## config.mk

```make
export PLATFORM = sky130hd
export DESIGN_NAME = regfile_dump_reader_flat
export DESIGN_NICKNAME = d
export VERILOG_FILES = /design/src/rtl/regfile_pkg.sv /design/src/rtl/regfile_dump_reader_if.sv /design/src/rtl/regfile_dump_reader_counter.sv /design/src/rtl/regfile_dump_reader.sv /design/src/flat_wrapper.sv
export SDC_FILE = /design/constraint.sdc
export NUM_CORES = 1
export LEC_CHECK = 0
export ABC_AREA = 1
export CORE_MARGIN = 8
export CORE_UTILIZATION = 42
export DETAILED_ROUTE_END_ITERATION = 16
export GPL_TIMING_DRIVEN = 0
export PLACE_DENSITY = 0.86
export SYNTH_ARGS = -nofsm -noshare
export SYNTH_HDL_FRONTEND = slang
export SYNTH_SLANG_ARGS = --single-unit
```

## constraint.sdc

```tcl
create_clock -name clk -period 1.85 [get_ports clk]
set_clock_uncertainty 0.05 [all_clocks]
set_input_delay 0.37 -clock clk [delete_from_list [all_inputs] [get_ports clk]]
set_output_delay 0.37 -clock clk [all_outputs]
set_load 0.03 [all_outputs]
```

## src/rtl/regfile_pkg.sv

```systemverilog
// Shared constants and state encoding for the register-file dump reader.
package regfile_pkg;

  localparam int WIDTH      = 32;
  localparam int ADDR_WIDTH = 5;
  localparam int NUM_REGS   = 1 << ADDR_WIDTH;

  typedef enum logic [1:0] {
    IDLE,
    READ,
    HOLD,
    DONE
  } dump_state_t;

endpackage

```

## src/rtl/regfile_dump_reader_if.sv

```systemverilog
// Register-file read port plus debug output stream of the dump reader.
// The master side is the dump engine. The slave side is the register file
// mux together with the debug consumer.
interface regfile_dump_reader_if #(
  parameter int WIDTH      = regfile_pkg::WIDTH,
  parameter int ADDR_WIDTH = regfile_pkg::ADDR_WIDTH
);

  logic                  rf_busy;
  logic                  rf_rd_en;
  logic [ADDR_WIDTH-1:0] rf_rd_addr;
  logic [WIDTH-1:0]      rf_rd_data;

  logic                  out_valid;
  logic                  out_ready;
  logic [WIDTH-1:0]      out_data;
  logic [ADDR_WIDTH-1:0] out_addr;
  logic                  out_last;

  modport master (
    input  rf_busy, rf_rd_data, out_ready,
    output rf_rd_en, rf_rd_addr, out_valid, out_data, out_addr, out_last
  );

  modport slave (
    output rf_busy, rf_rd_data, out_ready,
    input  rf_rd_en, rf_rd_addr, out_valid, out_data, out_addr, out_last
  );

endinterface

```

## src/rtl/regfile_dump_reader_counter.sv

```systemverilog
// Loadable wrapping address counter with an end-of-range compare.
// The end value is latched together with the start value, so the range
// stays fixed even if the caller's inputs change mid-dump.
module dump_addr_counter #(
  parameter int ADDR_WIDTH = regfile_pkg::ADDR_WIDTH
) (
  input  logic                  clk,
  input  logic                  reset,
  input  logic                  i_load,
  input  logic                  i_inc,
  input  logic [ADDR_WIDTH-1:0] i_load_val,
  input  logic [ADDR_WIDTH-1:0] i_end_val,
  output logic [ADDR_WIDTH-1:0] o_addr,
  output logic                  o_is_end
);

  logic [ADDR_WIDTH-1:0] r_addr;
  logic [ADDR_WIDTH-1:0] r_end;

  // Load the range on start, then step through it. Wrap is natural modular overflow.
  // NOTE: sequential state uses non-blocking assignments so that every flop
  // samples pre-edge values, regardless of the order of the statements.
  always_ff @(posedge clk or negedge reset) begin
    if (!reset) begin
      r_addr <= '0;
      r_end  <= '0;
    end else if (i_load) begin
      r_addr <= i_load_val;
      r_end  <= i_end_val;
    end else if (i_inc) begin
      r_addr <= r_addr + 1'b1;
    end
  end

  assign o_addr   = r_addr;
  assign o_is_end = (r_addr == r_end);

endmodule

```

## src/rtl/regfile_dump_reader.sv

```systemverilog
// Debug read-out engine. It walks an inclusive, possibly wrapping address
// range over the register-file read port, yielding whenever the CPU owns
// the port. It streams each word with its address over valid/ready, then
// pulses done.
module regfile_dump_reader #(
  parameter int WIDTH      = regfile_pkg::WIDTH,
  parameter int ADDR_WIDTH = regfile_pkg::ADDR_WIDTH,
  parameter int NUM_REGS   = regfile_pkg::NUM_REGS
) (
  input  logic                  clk,
  input  logic                  reset,
  input  logic                  start,
  input  logic [ADDR_WIDTH-1:0] first_addr,
  input  logic [ADDR_WIDTH-1:0] last_addr,
  regfile_dump_reader_if.master bus,
  output logic                  busy,
  output logic                  done
);

  import regfile_pkg::*;

  dump_state_t           r_state;
  dump_state_t           w_next;
  logic                  w_load;
  logic                  w_inc;
  logic                  w_capture;
  logic [ADDR_WIDTH-1:0] w_cur_addr;
  logic                  w_is_end;

  logic [WIDTH-1:0]      r_out_data;
  logic [ADDR_WIDTH-1:0] r_out_addr;
  logic                  r_out_last;

  dump_addr_counter #(.ADDR_WIDTH(ADDR_WIDTH)) u_addr_counter (
    .clk        (clk),
    .reset      (reset),
    .i_load     (w_load),
    .i_inc      (w_inc),
    .i_load_val (first_addr),
    .i_end_val  (last_addr),
    .o_addr     (w_cur_addr),
    .o_is_end   (w_is_end)
  );

  // FSM state register.
  always_ff @(posedge clk or negedge reset) begin
    if (!reset) r_state <= IDLE;
    else        r_state <= w_next;
  end

  // Next-state logic, read strobe, handshake and done pulse.
  // NOTE: every output of this block gets a default first, so no path can
  // leave a signal unassigned and infer a latch.
  always_comb begin
    w_next         = r_state;
    w_load         = 1'b0;
    w_inc          = 1'b0;
    w_capture      = 1'b0;
    bus.rf_rd_en   = 1'b0;
    bus.rf_rd_addr = '0;
    bus.out_valid  = 1'b0;
    done           = 1'b0;
    case (r_state)
      IDLE: begin
        if (start) begin
          w_load = 1'b1;
          w_next = READ;
        end
      end
      READ: begin
        bus.rf_rd_addr = w_cur_addr;
        if (!bus.rf_busy) begin
          bus.rf_rd_en = 1'b1;
          w_capture    = 1'b1;
          w_next       = HOLD;
        end
      end
      HOLD: begin
        bus.out_valid = 1'b1;
        if (bus.out_ready) begin
          if (r_out_last) begin
            w_next = DONE;
          end else begin
            w_inc  = 1'b1;
            w_next = READ;
          end
        end
      end
      DONE: begin
        done   = 1'b1;
        w_next = IDLE;
      end
      default: w_next = IDLE;
    endcase
  end

  // Output word register. It loads only on the READ->HOLD edge.
  always_ff @(posedge clk or negedge reset) begin
    if (!reset) begin
      r_out_data <= '0;
      r_out_addr <= '0;
      r_out_last <= 1'b0;
    end else if (w_capture) begin
      r_out_data <= bus.rf_rd_data;
      r_out_addr <= w_cur_addr;
      r_out_last <= w_is_end;
    end
  end

  assign bus.out_data = r_out_data;
  assign bus.out_addr = r_out_addr;
  assign bus.out_last = r_out_last;
  assign busy         = (r_state != IDLE);

endmodule

```

## src/flat_wrapper.sv

```systemverilog
// flat-port wrapper written by rule: the top's interface ports become plain ports
module regfile_dump_reader_flat import regfile_pkg::*;
#(
  parameter int WIDTH      = regfile_pkg::WIDTH,
  parameter int ADDR_WIDTH = regfile_pkg::ADDR_WIDTH,
  parameter int NUM_REGS   = regfile_pkg::NUM_REGS
)
  (clk, reset, start, first_addr, last_addr, busy, done, bus_rf_busy, bus_rf_rd_data, bus_out_ready, bus_rf_rd_en, bus_rf_rd_addr, bus_out_valid, bus_out_data, bus_out_addr, bus_out_last);
  regfile_dump_reader_if #(.WIDTH(WIDTH), .ADDR_WIDTH(ADDR_WIDTH)) bus_i ();
  input  logic clk;
  input  logic reset;
  input  logic start;
  input  logic [ADDR_WIDTH-1:0] first_addr;
  input  logic [ADDR_WIDTH-1:0] last_addr;
  output logic busy;
  output logic done;
  input wire logic [$bits(bus_i.rf_busy)-1:0] bus_rf_busy;
  input wire logic [$bits(bus_i.rf_rd_data)-1:0] bus_rf_rd_data;
  input wire logic [$bits(bus_i.out_ready)-1:0] bus_out_ready;
  output wire logic [$bits(bus_i.rf_rd_en)-1:0] bus_rf_rd_en;
  output wire logic [$bits(bus_i.rf_rd_addr)-1:0] bus_rf_rd_addr;
  output wire logic [$bits(bus_i.out_valid)-1:0] bus_out_valid;
  output wire logic [$bits(bus_i.out_data)-1:0] bus_out_data;
  output wire logic [$bits(bus_i.out_addr)-1:0] bus_out_addr;
  output wire logic [$bits(bus_i.out_last)-1:0] bus_out_last;
  assign bus_i.rf_busy = bus_rf_busy;
  assign bus_i.rf_rd_data = bus_rf_rd_data;
  assign bus_i.out_ready = bus_out_ready;
  assign bus_rf_rd_en = bus_i.rf_rd_en;
  assign bus_rf_rd_addr = bus_i.rf_rd_addr;
  assign bus_out_valid = bus_i.out_valid;
  assign bus_out_data = bus_i.out_data;
  assign bus_out_addr = bus_i.out_addr;
  assign bus_out_last = bus_i.out_last;
  regfile_dump_reader #(.WIDTH(WIDTH), .ADDR_WIDTH(ADDR_WIDTH), .NUM_REGS(NUM_REGS)) u_core (.clk(clk), .reset(reset), .start(start), .first_addr(first_addr), .last_addr(last_addr), .bus(bus_i), .busy(busy), .done(done));
endmodule
```

* Word-level counts from Yosys, hierarchy flattened
Index checks and enable logic that the tools add are counted.
** Word-level totals
- Register bits :: 50
- Input port bits :: 47
- Output and inout bits :: 47
- Logic and storage cells :: 35
** Cells by class
- $add $sub $neg :: 1
- Equal/unequal tests :: 7
- Muxes and demuxes :: 17
- Reduce and logical (&&, ||, !) cells :: 4
** Operators with widths (number)
- 5-bit two-way mux :: 3
- 1-bit two-way mux :: 9
- 2-bit two-way mux :: 4
- 2-bit case mux with 4 select lines :: 1
- 2-bit != test, second input constant :: 3
- 5-bit by 1-bit adder with 5-bit output, second input constant :: 1
- 5-bit equality test :: 1
- 2-bit equality test, second input constant :: 2
- 2-bit nonzero test :: 2
- 3-bit AND reduction :: 1
- 2-bit by 1-bit equality test with 1-bit output, second input constant :: 1
- 2-bit logical NOT :: 1

* Logic depth before layout (Yosys ltp)
Gate-level depths: netlist (run 1).
- Word-level depth :: 5
- Mapped depth :: 7
- Gate-level depth less buffers :: 7

* Hierarchy
A second synthesis (run 1) with hierarchy kept.
** Unflattened totals
- Cell total of the unflattened synthesis :: 256
- Area, all modules :: 2217.1 sq um
** Modules (own cells, without submodules)
- regfile_dump_reader :: times used 1, cells an instance 195, area an instance 1679.1 sq um, sequential area each 1001.0 sq um
- dump_addr_counter :: times used 1, cells an instance 61, area an instance 538.0 sq um, sequential area each 250.2 sq um

* Worst setup path before layout (run 1)
No wires, ideal clock.
- Kind :: register to output
- From :: register u_core.r_state[0]
- To :: output port bus_rf_rd_addr[0]
- Data arrival time :: 1.110 ns
- Data required time :: 1.430 ns
- Path slack :: 0.320 ns
- Stages on the path, launching flop included :: 3
- Buffers on the path :: 0
- Path through :: dfrtp_1 -> nand2_1 -> nor2_1
** On the way
- Word-level cells in the longest chain between the ends :: 2
** RTL lines
- from (decl) :: RTL line regfile_dump_reader.sv:22 : dump_state_t r_state;
- from (signal assigned) :: RTL line regfile_dump_reader.sv:48 : else r_state <= w_next;
- 2-bit by 1-bit equality test with 1-bit output :: RTL line regfile_dump_reader.sv:63 : case (r_state)
- 5-bit two-way mux :: RTL line regfile_dump_reader.sv:63
- to (decl) :: RTL line flat_wrapper.sv:21 : output wire logic [$bits(bus_i.rf_rd_addr)-1:0] bus_rf_rd_addr;
No other way between the ends.

* Final worst setup path (run 1)
- From :: register u_core.r_out_addr[0] (netlist: u_core.bus.out_addr[0])
- To :: output port bus_out_addr[0]
** RTL lines
- from (decl) :: RTL line regfile_dump_reader.sv:31 : logic [ADDR_WIDTH-1:0] r_out_addr;
- from (signal assigned) :: RTL line regfile_dump_reader.sv:105 : r_out_addr <= w_cur_addr;
- to (decl) :: RTL line flat_wrapper.sv:24 : output wire logic [$bits(bus_i.out_addr)-1:0] bus_out_addr;
No word-level cell between the ends.

==> results of run 1 <==
[what timing repair did]
action | in CTS | in global routing
endpoints found under the setup margin | 10 | 7
pin swaps | 1 | 1
buffers inserted | 0 | 6
resized for setup | 34 | 7
[worst min path at each step]
stage | from | to | slack (ns) | cells after the start
detailed placement | reset | u_core.bus.out_data[15] | 0.41 | 1
global route | reset | u_core.u_addr_counter.o_addr[4] | 0.10 | 1
CTS | reset | u_core.bus.out_addr[1] | 0.08 | 1
global placement | u_core.bus.out_data[11] | u_core.bus.out_data[11] | 0.41 | 2
floorplan | reset | u_core.bus.out_addr[0] | 0.02 | 0
finish | reset | u_core.r_state[1] | 0.06 | 1
[cell type report]
| cell class | instances | area (µm²) |
|---|---|---|
| sequential | 50 | 1250 |
| inverter | 19 | 73.8 |
| buffer | 10 | 73.8 |
| multi-input combinational | 190 | 806 |
| tap | 70 | 87.6 |
| fill | 447 | 1730 |
| clock buffer | 6 | 82.6 |
| timing repair buffer | 100 | 971 |
[stage by stage]
step | setup TNS, ns | worst slack, ns | util (%)
after global placement | -55.86 | -1.09 | 63.4
after CTS | 0 | 0.00137 | 65.5
after detailed placement | -1.41 | -0.593 | 63.9
after floorplan | 0 | 0.320 | -
final | 0 | 0.0770 | 66.0
after global routing | -0.00884 | -0.00884 | 66.0
[kinds of logic (layout without fill, tap and decap cells)]
| family | Yosys count | in the layout | synth area share, % |
|---|---|---|---|
| AO/OA/AOI/OAI | 15 | 15 | 3.53 |
| flip-flops | 50 | 50 | 56.9 |
| adder cells (fa/ha/maj) | 1 | 1 | 0.569 |
| AND/OR/NAND/NOR | 174 | 174 | 32.4 |
| buffers and inverters | 29 | 135 | 6.60 |
[placed cells by master (no fill, tap or decap)]
| master | Yosys | routed |
|---|---|---|
| nor2_4 | 1 | 1 |
| nand4_1 | 3 | 3 |
| inv_2 | 3 | 3 |
| inv_4 | 0 | 1 |
| or2_2 | 1 | 1 |
| nand3_2 | 1 | 1 |
| clkdlybuf4s15_1 | 0 | 1 |
| nor2_2 | 1 | 1 |
| buf_2 | 2 | 8 |
| nand3_4 | 1 | 1 |
| buf_6 | 4 | 5 |
| o21ai_1 | 8 | 8 |
| clkdlybuf4s50_1 | 0 | 82 |
| clkbuf_8 | 0 | 6 |
| inv_1 | 16 | 15 |
| dlygate4sd2_1 | 0 | 3 |
| dfrtp_2 | 0 | 1 |
| nand2_1 | 143 | 142 |
| ha_1 | 1 | 1 |
| buf_16 | 0 | 1 |
| buf_4 | 1 | 7 |
| o22ai_1 | 1 | 1 |
| clkbuf_1 | 3 | 3 |
| a31oi_1 | 1 | 1 |
| nor2_1 | 8 | 8 |
| nand2_2 | 1 | 2 |
| nand3_1 | 14 | 14 |
| dfrtp_1 | 50 | 49 |
| o21ai_0 | 5 | 5 |
[power breakdown]
part | internal [mW] | switching [mW]
Sequential | 1.60 | 0.322
Clock | 0.289 | 0.325
Combinational | 1.32 | 1.99
Total | 3.21 | 2.64
[routing by layer]
metal  part of all wire [%]  GRT usage (%)  up-vias
li1                       -              -     1044
met1                     43           18.4      925
met2                     49           25.9       61
met3                    7.6           4.83        4
met4                   0.53           4.15        0
met5                      0              0        -
[registers in the layout, indices dropped and copies added, names as in the netlist]
| name | count |
|---|---|
| u_core.r_state | 2 |
| u_core.bus.out_data | 32 |
| u_core.u_addr_counter.o_addr | 5 |
| u_core.u_addr_counter.r_end | 5 |
| u_core.bus.out_last | 1 |
| u_core.bus.out_addr | 5 |
==> metrics.log, run 1 <==
INFO  metric numCtsBuffers = 5
INFO  metric syn2layout_area_growth = 52.2%
INFO  metric async_reset_ff_share = 100%
INFO  metric yosys_warnings = 0
INFO  metric timing.critical_path.required = 1.43 ns
INFO  metric h_tree_depth_reported_by_cts = 2
INFO  metric detailed_place.area = 0.00324 mm²
INFO  metric yosysTopAreaCellShare = 56.9%
INFO  metric worst_ir_drop_vdd = 0.709 mV
INFO  metric synth.ff_latch_count = 50
INFO  metric fp.dieW = 88.4 µm
INFO  metric clk_path_buf_depth = 2
INFO  metric synth-edff-count = 0
INFO  metric reg2reg_from = u_core.r_state[0]
INFO  metric synth_sequential_area_ratio = 56.9%
INFO  metric final_estimated_routing_congestion_in_global_placement = 0.847
INFO  metric yosys.cell_types.count = 22
INFO  metric syn-cell-area = 0.00220 mm²
INFO  metric relSlewSlack = 54.2%
INFO  metric hp-class = in -> async
INFO  metric clk_pin_slew_worst_paths = 0.09 ns
INFO  metric cts_root_buf = clkbuf_8
INFO  metric achievable-frequency = 0.564 GHz
INFO  metric synthDominantAreaCellType = dfrtp_1
INFO  metric path_cells = clkdlybuf4s50_1
INFO  metric worstPathMaxFanout = 2
INFO  metric postSynth.topFlopCell = dfrtp_1
INFO  metric critical_path.endpoint = bus_out_addr[0]
INFO  metric number_of_global_route_vias_before_repair = 1,970
INFO  metric finalHoldWorstSlack = 0.0592 ns
INFO  metric post_synth_inst_count = 269
INFO  metric number_of_antenna_violations_at_the_first_check_in_global_routing = 0
INFO  metric crit_arrival = 1.35 ns
INFO  metric cp_top_family = buffers and inverters
INFO  metric setup_viols_final = 0
INFO  metric grt_start_max_net_pins = 29
INFO  metric crit_path_start_kind = flop
INFO  metric period_minus_slack = 1.77 ns
INFO  metric syn_nets = 317
INFO  metric outcome = finished clean
INFO  metric rows = 26
INFO  metric drt-pass1-iter-count = 4
INFO  metric synth_area_leaders = dfrtp_1, nand2_1, nand3_1
INFO  metric clock_insertion_delay_worst_skew = 0.29 ns
INFO  metric layout-drive-gt1-share = 10.4%
INFO  metric cpMaxStageDelayCell = clkdlybuf4s50_1
INFO  metric worstSetupPathDepth = 1
INFO  metric hpwl = 4.52 mm
INFO  metric syn_area_per_cell = 8.18 µm²
INFO  metric floorplan.initialDensity = 43.3%
INFO  metric criticalPathCategory = reg -> out
INFO  metric post-synth-top-count-cell = nand2_1
INFO  metric dp_cells = 433
INFO  metric stdcell_area = 0.00335 mm²
INFO  metric portBuffers = 93
INFO  metric grt_overflow_total = 0
INFO  metric hold_viol_final = 0
INFO  metric tightestPinTransition = 0.687 ns
INFO  metric r2r_end = u_core.bus.out_data[6]
INFO  metric number_of_max_slew_violations_in_the_final_report = 0
INFO  metric nets = 424
INFO  metric cts_hold_buf = 0
INFO  metric finalCritPeriodShare = 95.8%
INFO  metric top_post_synthesis_cells_by_count = nand2_1, dfrtp_1, inv_1
INFO  metric cts_tree = yes
INFO  metric first_pass_grt_wire_length = 9.34 mm
INFO  metric detailedRoute.firstIterationViolations = 73
INFO  metric drv_cap = 0
INFO  metric grt_setup_unrepaired = true
INFO  metric drtAntennaViolNets = 0
INFO  metric worst_setup_path_startpoint = u_core.bus.out_addr[0]
INFO  metric timing.critical_path.to_type = output port
INFO  metric detailroute.via_count = 2,034
INFO  metric die_area = 0.00781 mm²
INFO  metric placeableCoreArea = 0.00507 mm²
INFO  metric antenna_cells = 0
INFO  metric detail_route.wl_per_cell = 13.1 µm
INFO  metric cellPowerDensity = 1750 mW/mm²
INFO  metric io_pins = 94
INFO  metric die_height = 88.4 µm
INFO  metric fin_cells = 445
INFO  metric route.detailed.drc = 0
INFO  metric route.final.wire_length = 5.82 mm
INFO  metric gr-usage-all-layers = 15.4%
INFO  metric depth_of_the_most_critical_reg_to_reg_path = 5
INFO  metric cts_num_sinks = 50
INFO  metric power_leakage = 1.69 nW
INFO  metric r2r_setup_slack = 0.41 ns
INFO  metric timing.critical_path.buf_inv = 1
INFO  metric max_stage_delay = 0.70 ns
INFO  metric vias_per_cell = 4.57
INFO  metric fin_total_pwr = 5.85 mW
No activity file was read; power rests on OpenSTA's default activity.
==> run 2: changes to the inputs <==
--- a/config.mk
+++ b/config.mk
@@ -5,12 +5,13 @@
 export SDC_FILE = /design/constraint.sdc
 export NUM_CORES = 1
 export LEC_CHECK = 0
-export ABC_AREA = 1
+export CORE_ASPECT_RATIO = 1.75
 export CORE_MARGIN = 8
 export CORE_UTILIZATION = 42
+export CTS_CLUSTER_DIAMETER = 80
 export DETAILED_ROUTE_END_ITERATION = 16
 export GPL_TIMING_DRIVEN = 0
-export PLACE_DENSITY = 0.86
+export PLACE_DENSITY = 0.87
 export SYNTH_ARGS = -nofsm -noshare
 export SYNTH_HDL_FRONTEND = slang
 export SYNTH_SLANG_ARGS = --single-unit
==> run 2 against run 1 <==
First-iteration DRC count shrank 49%. Global-route usage shrank 1.3 points. Sequential share of layout area is 0.52 points higher. Critical path depth is 3 higher. Critical path type is now in -> out.
==> metrics.log, run 2 <==
INFO  metric synth-edff-count = 0 (unchanged)
INFO  metric period_minus_slack = 1.82 ns (was 1.77 ns)
INFO  metric critPathMostFrequentCell = buf_6
INFO  metric cp_top_family = buffers and inverters (unchanged)
INFO  metric fp.dieW = 70.1 µm (was 88.4 µm)
INFO  metric yosysTopAreaCellShare = 58.1% (was 56.9%)
INFO  metric finalCoreUtilization = 66.3% (was 66.0%)
INFO  metric io_pins = 94 (unchanged)
INFO  metric portBuffers = 93 (unchanged)
INFO  metric drt-pass1-iter-count = 4 (unchanged)
INFO  metric detailedRoute.firstIterationViolations = 37 (was 73)
INFO  metric r2r_end = u_core.u_addr_counter.o_addr[1] (was u_core.bus.out_data[6])
INFO  metric postSynth.topFlopCell = dfrtp_1 (unchanged)
INFO  metric vias_per_cell = 5.02 (was 4.57)
INFO  metric hold_viol_final = 0 (unchanged)
INFO  metric dp_worst_setup_slack = -0.624 ns (was -0.593 ns)
INFO  metric setup_viols_final = 0 (unchanged)
INFO  metric synth.ff_latch_count = 50 (unchanged)
INFO  metric number_of_global_route_vias_before_repair = 1,729 (was 1,970)
INFO  metric timing.critical_path.required = 1.43 ns (about the same)
INFO  metric clk_path_buf_depth = 2 (unchanged)
INFO  metric fillCellCount = 396 (was 447)
INFO  metric crit_arrival = 1.40 ns (was 1.35 ns)
INFO  metric synthDominantAreaCellType = dfrtp_1 (unchanged)
INFO  metric tightestPinTransition = 0.419 ns (was 0.687 ns)
INFO  metric first_pass_grt_wire_length = 8.83 mm (was 9.34 mm)
INFO  metric numCtsBuffers = 5 (unchanged)
INFO  metric detailed_place.area = 0.00317 mm² (was 0.00324 mm²)
INFO  metric syn_area_per_cell = 13.5 µm² (was 8.18 µm²)
INFO  metric final_estimated_routing_congestion_in_global_placement = 0.706 (was 0.847)
INFO  metric async_reset_ff_share = 100% (unchanged)
INFO  metric synth_sequential_area_ratio = 58.1% (was 56.9%)
INFO  metric finalCritPeriodShare = 98.2% (was 95.8%)
INFO  metric max_stage_delay = 0.46 ns (was 0.70 ns)
INFO  metric syn-cell-area = 0.00215 mm² (was 0.00220 mm²)
INFO  metric clk_pin_slew_worst_paths = 0.09 ns (about the same)
INFO  metric yosys.cell_types.count = 27 (was 22)
INFO  metric cts_tree = yes (unchanged)
INFO  metric timing.critical_path.to_type = output port (unchanged)
INFO  metric post_synth_inst_count = 159 (was 269)
INFO  metric outcome = finished clean (unchanged)
INFO  metric stdcell_area = 0.00330 mm² (was 0.00335 mm²)
INFO  metric route.detailed.drc = 0 (unchanged)
INFO  metric worst_hold_path.num_cells = 1
INFO  metric synth_area_leaders = dfrtp_1, mux2_2, nand2_1 (was dfrtp_1, nand2_1, nand3_1)
INFO  metric worstPathMaxFanout = 10 (was 2)
INFO  metric number_of_antenna_violations_at_the_first_check_in_global_routing = 0 (unchanged)
INFO  metric number_of_flip_flops_under_the_largest_register_name = 32 (unchanged)
INFO  metric grt_start_max_net_pins = 35 (was 29)
INFO  metric yosys_warnings = 0 (unchanged)
INFO  metric placeableCoreArea = 0.00498 mm² (was 0.00507 mm²)
INFO  metric depth_of_the_most_critical_reg_to_reg_path = 4 (was 5)
INFO  metric power_leakage = 1.41 nW (was 1.69 nW)
INFO  metric h_tree_depth_reported_by_cts = 2 (unchanged)
INFO  metric path_cells = clkdlybuf4s50_1 -> nor3b_4 -> buf_6 -> buf_6 (was clkdlybuf4s50_1)
INFO  metric worstHoldStart = u_core.bus.out_data[24]
INFO  metric drtAntennaViolNets = 0 (unchanged)
INFO  metric timing.critical_path.buf_inv = 3 (was 1)
INFO  metric worst_ir_drop_vdd = 1.27 mV (was 0.709 mV)
INFO  metric number_of_max_slew_violations_in_the_final_report = 0 (unchanged)
INFO  metric cts_num_sinks = 50 (unchanged)
INFO  metric nets = 311 (was 424)
INFO  metric cellPowerDensity = 1930 mW/mm² (was 1750 mW/mm²)
INFO  metric gr-usage-all-layers = 14.1% (was 15.4%)
INFO  metric fin_total_pwr = 6.36 mW (was 5.85 mW)
INFO  metric mostFrequentLayoutCell = clkdlybuf4s50_1 (was nand2_1)
INFO  metric criticalPathCategory = in -> out (was reg -> out)
INFO  metric final_cell_mix = clkdlybuf4s50_1, dfrtp_1, mux2_2, nand2_1, buf_6 (was nand2_1, clkdlybuf4s50_1, dfrtp_1, inv_1, nand3_1)
INFO  metric hpwl = 4.15 mm (was 4.52 mm)
INFO  metric detail_route.wl_per_cell = 17.1 µm (was 13.1 µm)
INFO  metric r2r_setup_slack = 0.23 ns (was 0.41 ns)
INFO  metric cpMaxStageDelayCell = clkdlybuf4s50_1 (unchanged)
INFO  metric die_height = 111 µm (was 88.4 µm)
INFO  metric reg2reg_from = u_core.r_state[0] (unchanged)
INFO  metric die_area = 0.00776 mm² (was 0.00781 mm²)
INFO  metric clock_insertion_delay_worst_skew = 0.30 ns (was 0.29 ns)
INFO  metric final_critical_path_setup_slack = 0.0327 ns (was 0.0770 ns)
INFO  metric rows = 34 (was 26)
INFO  metric top_post_synthesis_cells_by_count = dfrtp_1, mux2_2, nand2_1 (was nand2_1, dfrtp_1, inv_1)
INFO  metric drv_cap = 0 (unchanged)
INFO  metric grt_overflow_total = 0 (unchanged)
INFO  metric finalHoldWorstSlack = 0.442 ns (was 0.0592 ns)
INFO  metric syn2layout_area_growth = 53.3% (was 52.2%)
INFO  metric worstSetupPathDepth = 4 (was 1)
INFO  metric worst_hold_path.endpoint = u_core.bus.out_data[24]
INFO  metric syn_nets = 207 (was 317)
INFO  metric antenna_cells = 0 (unchanged)
INFO  metric relSlewSlack = 72.1% (was 54.2%)
INFO  metric post-synth-top-count-cell = dfrtp_1 (was nand2_1)
INFO  metric achievable-frequency = 0.550 GHz (was 0.564 GHz)
INFO  metric floorplan.initialDensity = 43.2% (was 43.3%)
INFO  metric route.final.wire_length = 5.42 mm (was 5.82 mm)
INFO  metric cts_root_buf = clkbuf_8 (unchanged)
INFO  metric grt_setup_unrepaired = false (was true)
INFO  metric layout-drive-gt1-share = 25.4% (was 10.4%)
INFO  metric detailroute.via_count = 1,597 (was 2,034)
INFO  metric hp-class = reg -> reg (was in -> async)
INFO  metric crit_path_start_kind = input port (was flop)
==> run 2: cell types whose count changed after synthesis, sizes merged, moves of 2 or more <==
cell,before,now
nand2,144,20
mux2,0,39
inv,19,2
nand3,16,5
nor2,10,0
o21ai,13,4
and2,0,6
xnor2,0,5
mux2i,0,3
a2bb2oi,0,2
clkbuf,3,1
nor3b,0,2
==> run 2: worst max-delay path by stage <==
stage / start / end
global placement: reset / u_core.bus.out_data[29]
finish: bus_rf_busy / bus_rf_rd_en
detailed placement: bus_rf_busy / bus_rf_rd_en
global route: u_core.r_state[1] / bus_rf_rd_addr[1]
floorplan: u_core.r_state[1] / u_core.u_addr_counter.o_addr[1]
CTS: u_core.r_state[1] / busy
==> run 2: metrics by stage <==
step,setup TNS [ns],cells
6_report,0,318
5_1_grt,0,318
4_1_cts,0,317
3_5_place_dp,-2.99,307
3_3_place_gp,-57.17,306
2_1_floorplan,0,159
==> run 2: repair_timing <==
item	CTS	global route
endpoints found under the hold margin	16	0
gates resized for setup	45	9
setup buffers	1	1
pin swaps	1	0
endpoints found under the setup margin	9	8
hold buffers	1	0
==> run 2: power breakdown <==
group | switching (mW) | internal, mW | leakage (nW)
registers | 0.327 | 1.64 | 0.590
logic | 1.90 | 1.74 | 0.767
clock network | 0.357 | 0.404 | 0.0514
==> run 2: cell type report <==
class | count | area [µm²] | area share (%)
Multi-Input combinational cell | 99 | 831 | 25.2
Sequential cell | 50 | 1250 | 37.9
Timing Repair Buffer | 97 | 960 | 29.1
Buffer | 8 | 71.3 | 2.16
Tap cell | 54 | 67.6 | 2.05
Inverter | 2 | 7.51 | 0.228
Clock buffer | 6 | 72.6 | 2.20
Clock inverter | 2 | 37.5 | 1.14
==> run 2: kinds of logic after synthesis <==
| group | share of synthesized area, % |
|---|---|
| simple gates | 11.0 |
| buf+inv | 3.31 |
| compound gates | 2.73 |
| fa+ha+maj | 0.581 |
| xor+xnor | 2.44 |
| mux | 21.8 |
| flops | 58.1 |
==> run 2: metal layers <==
metal	vias up	GRT usage, %	share of wire, %
met5	-	0	0
met4	0	6.87	2.8
met3	11	3.94	4.8
met2	55	25.4	54
met1	777	14.2	38
li1	754	-	-
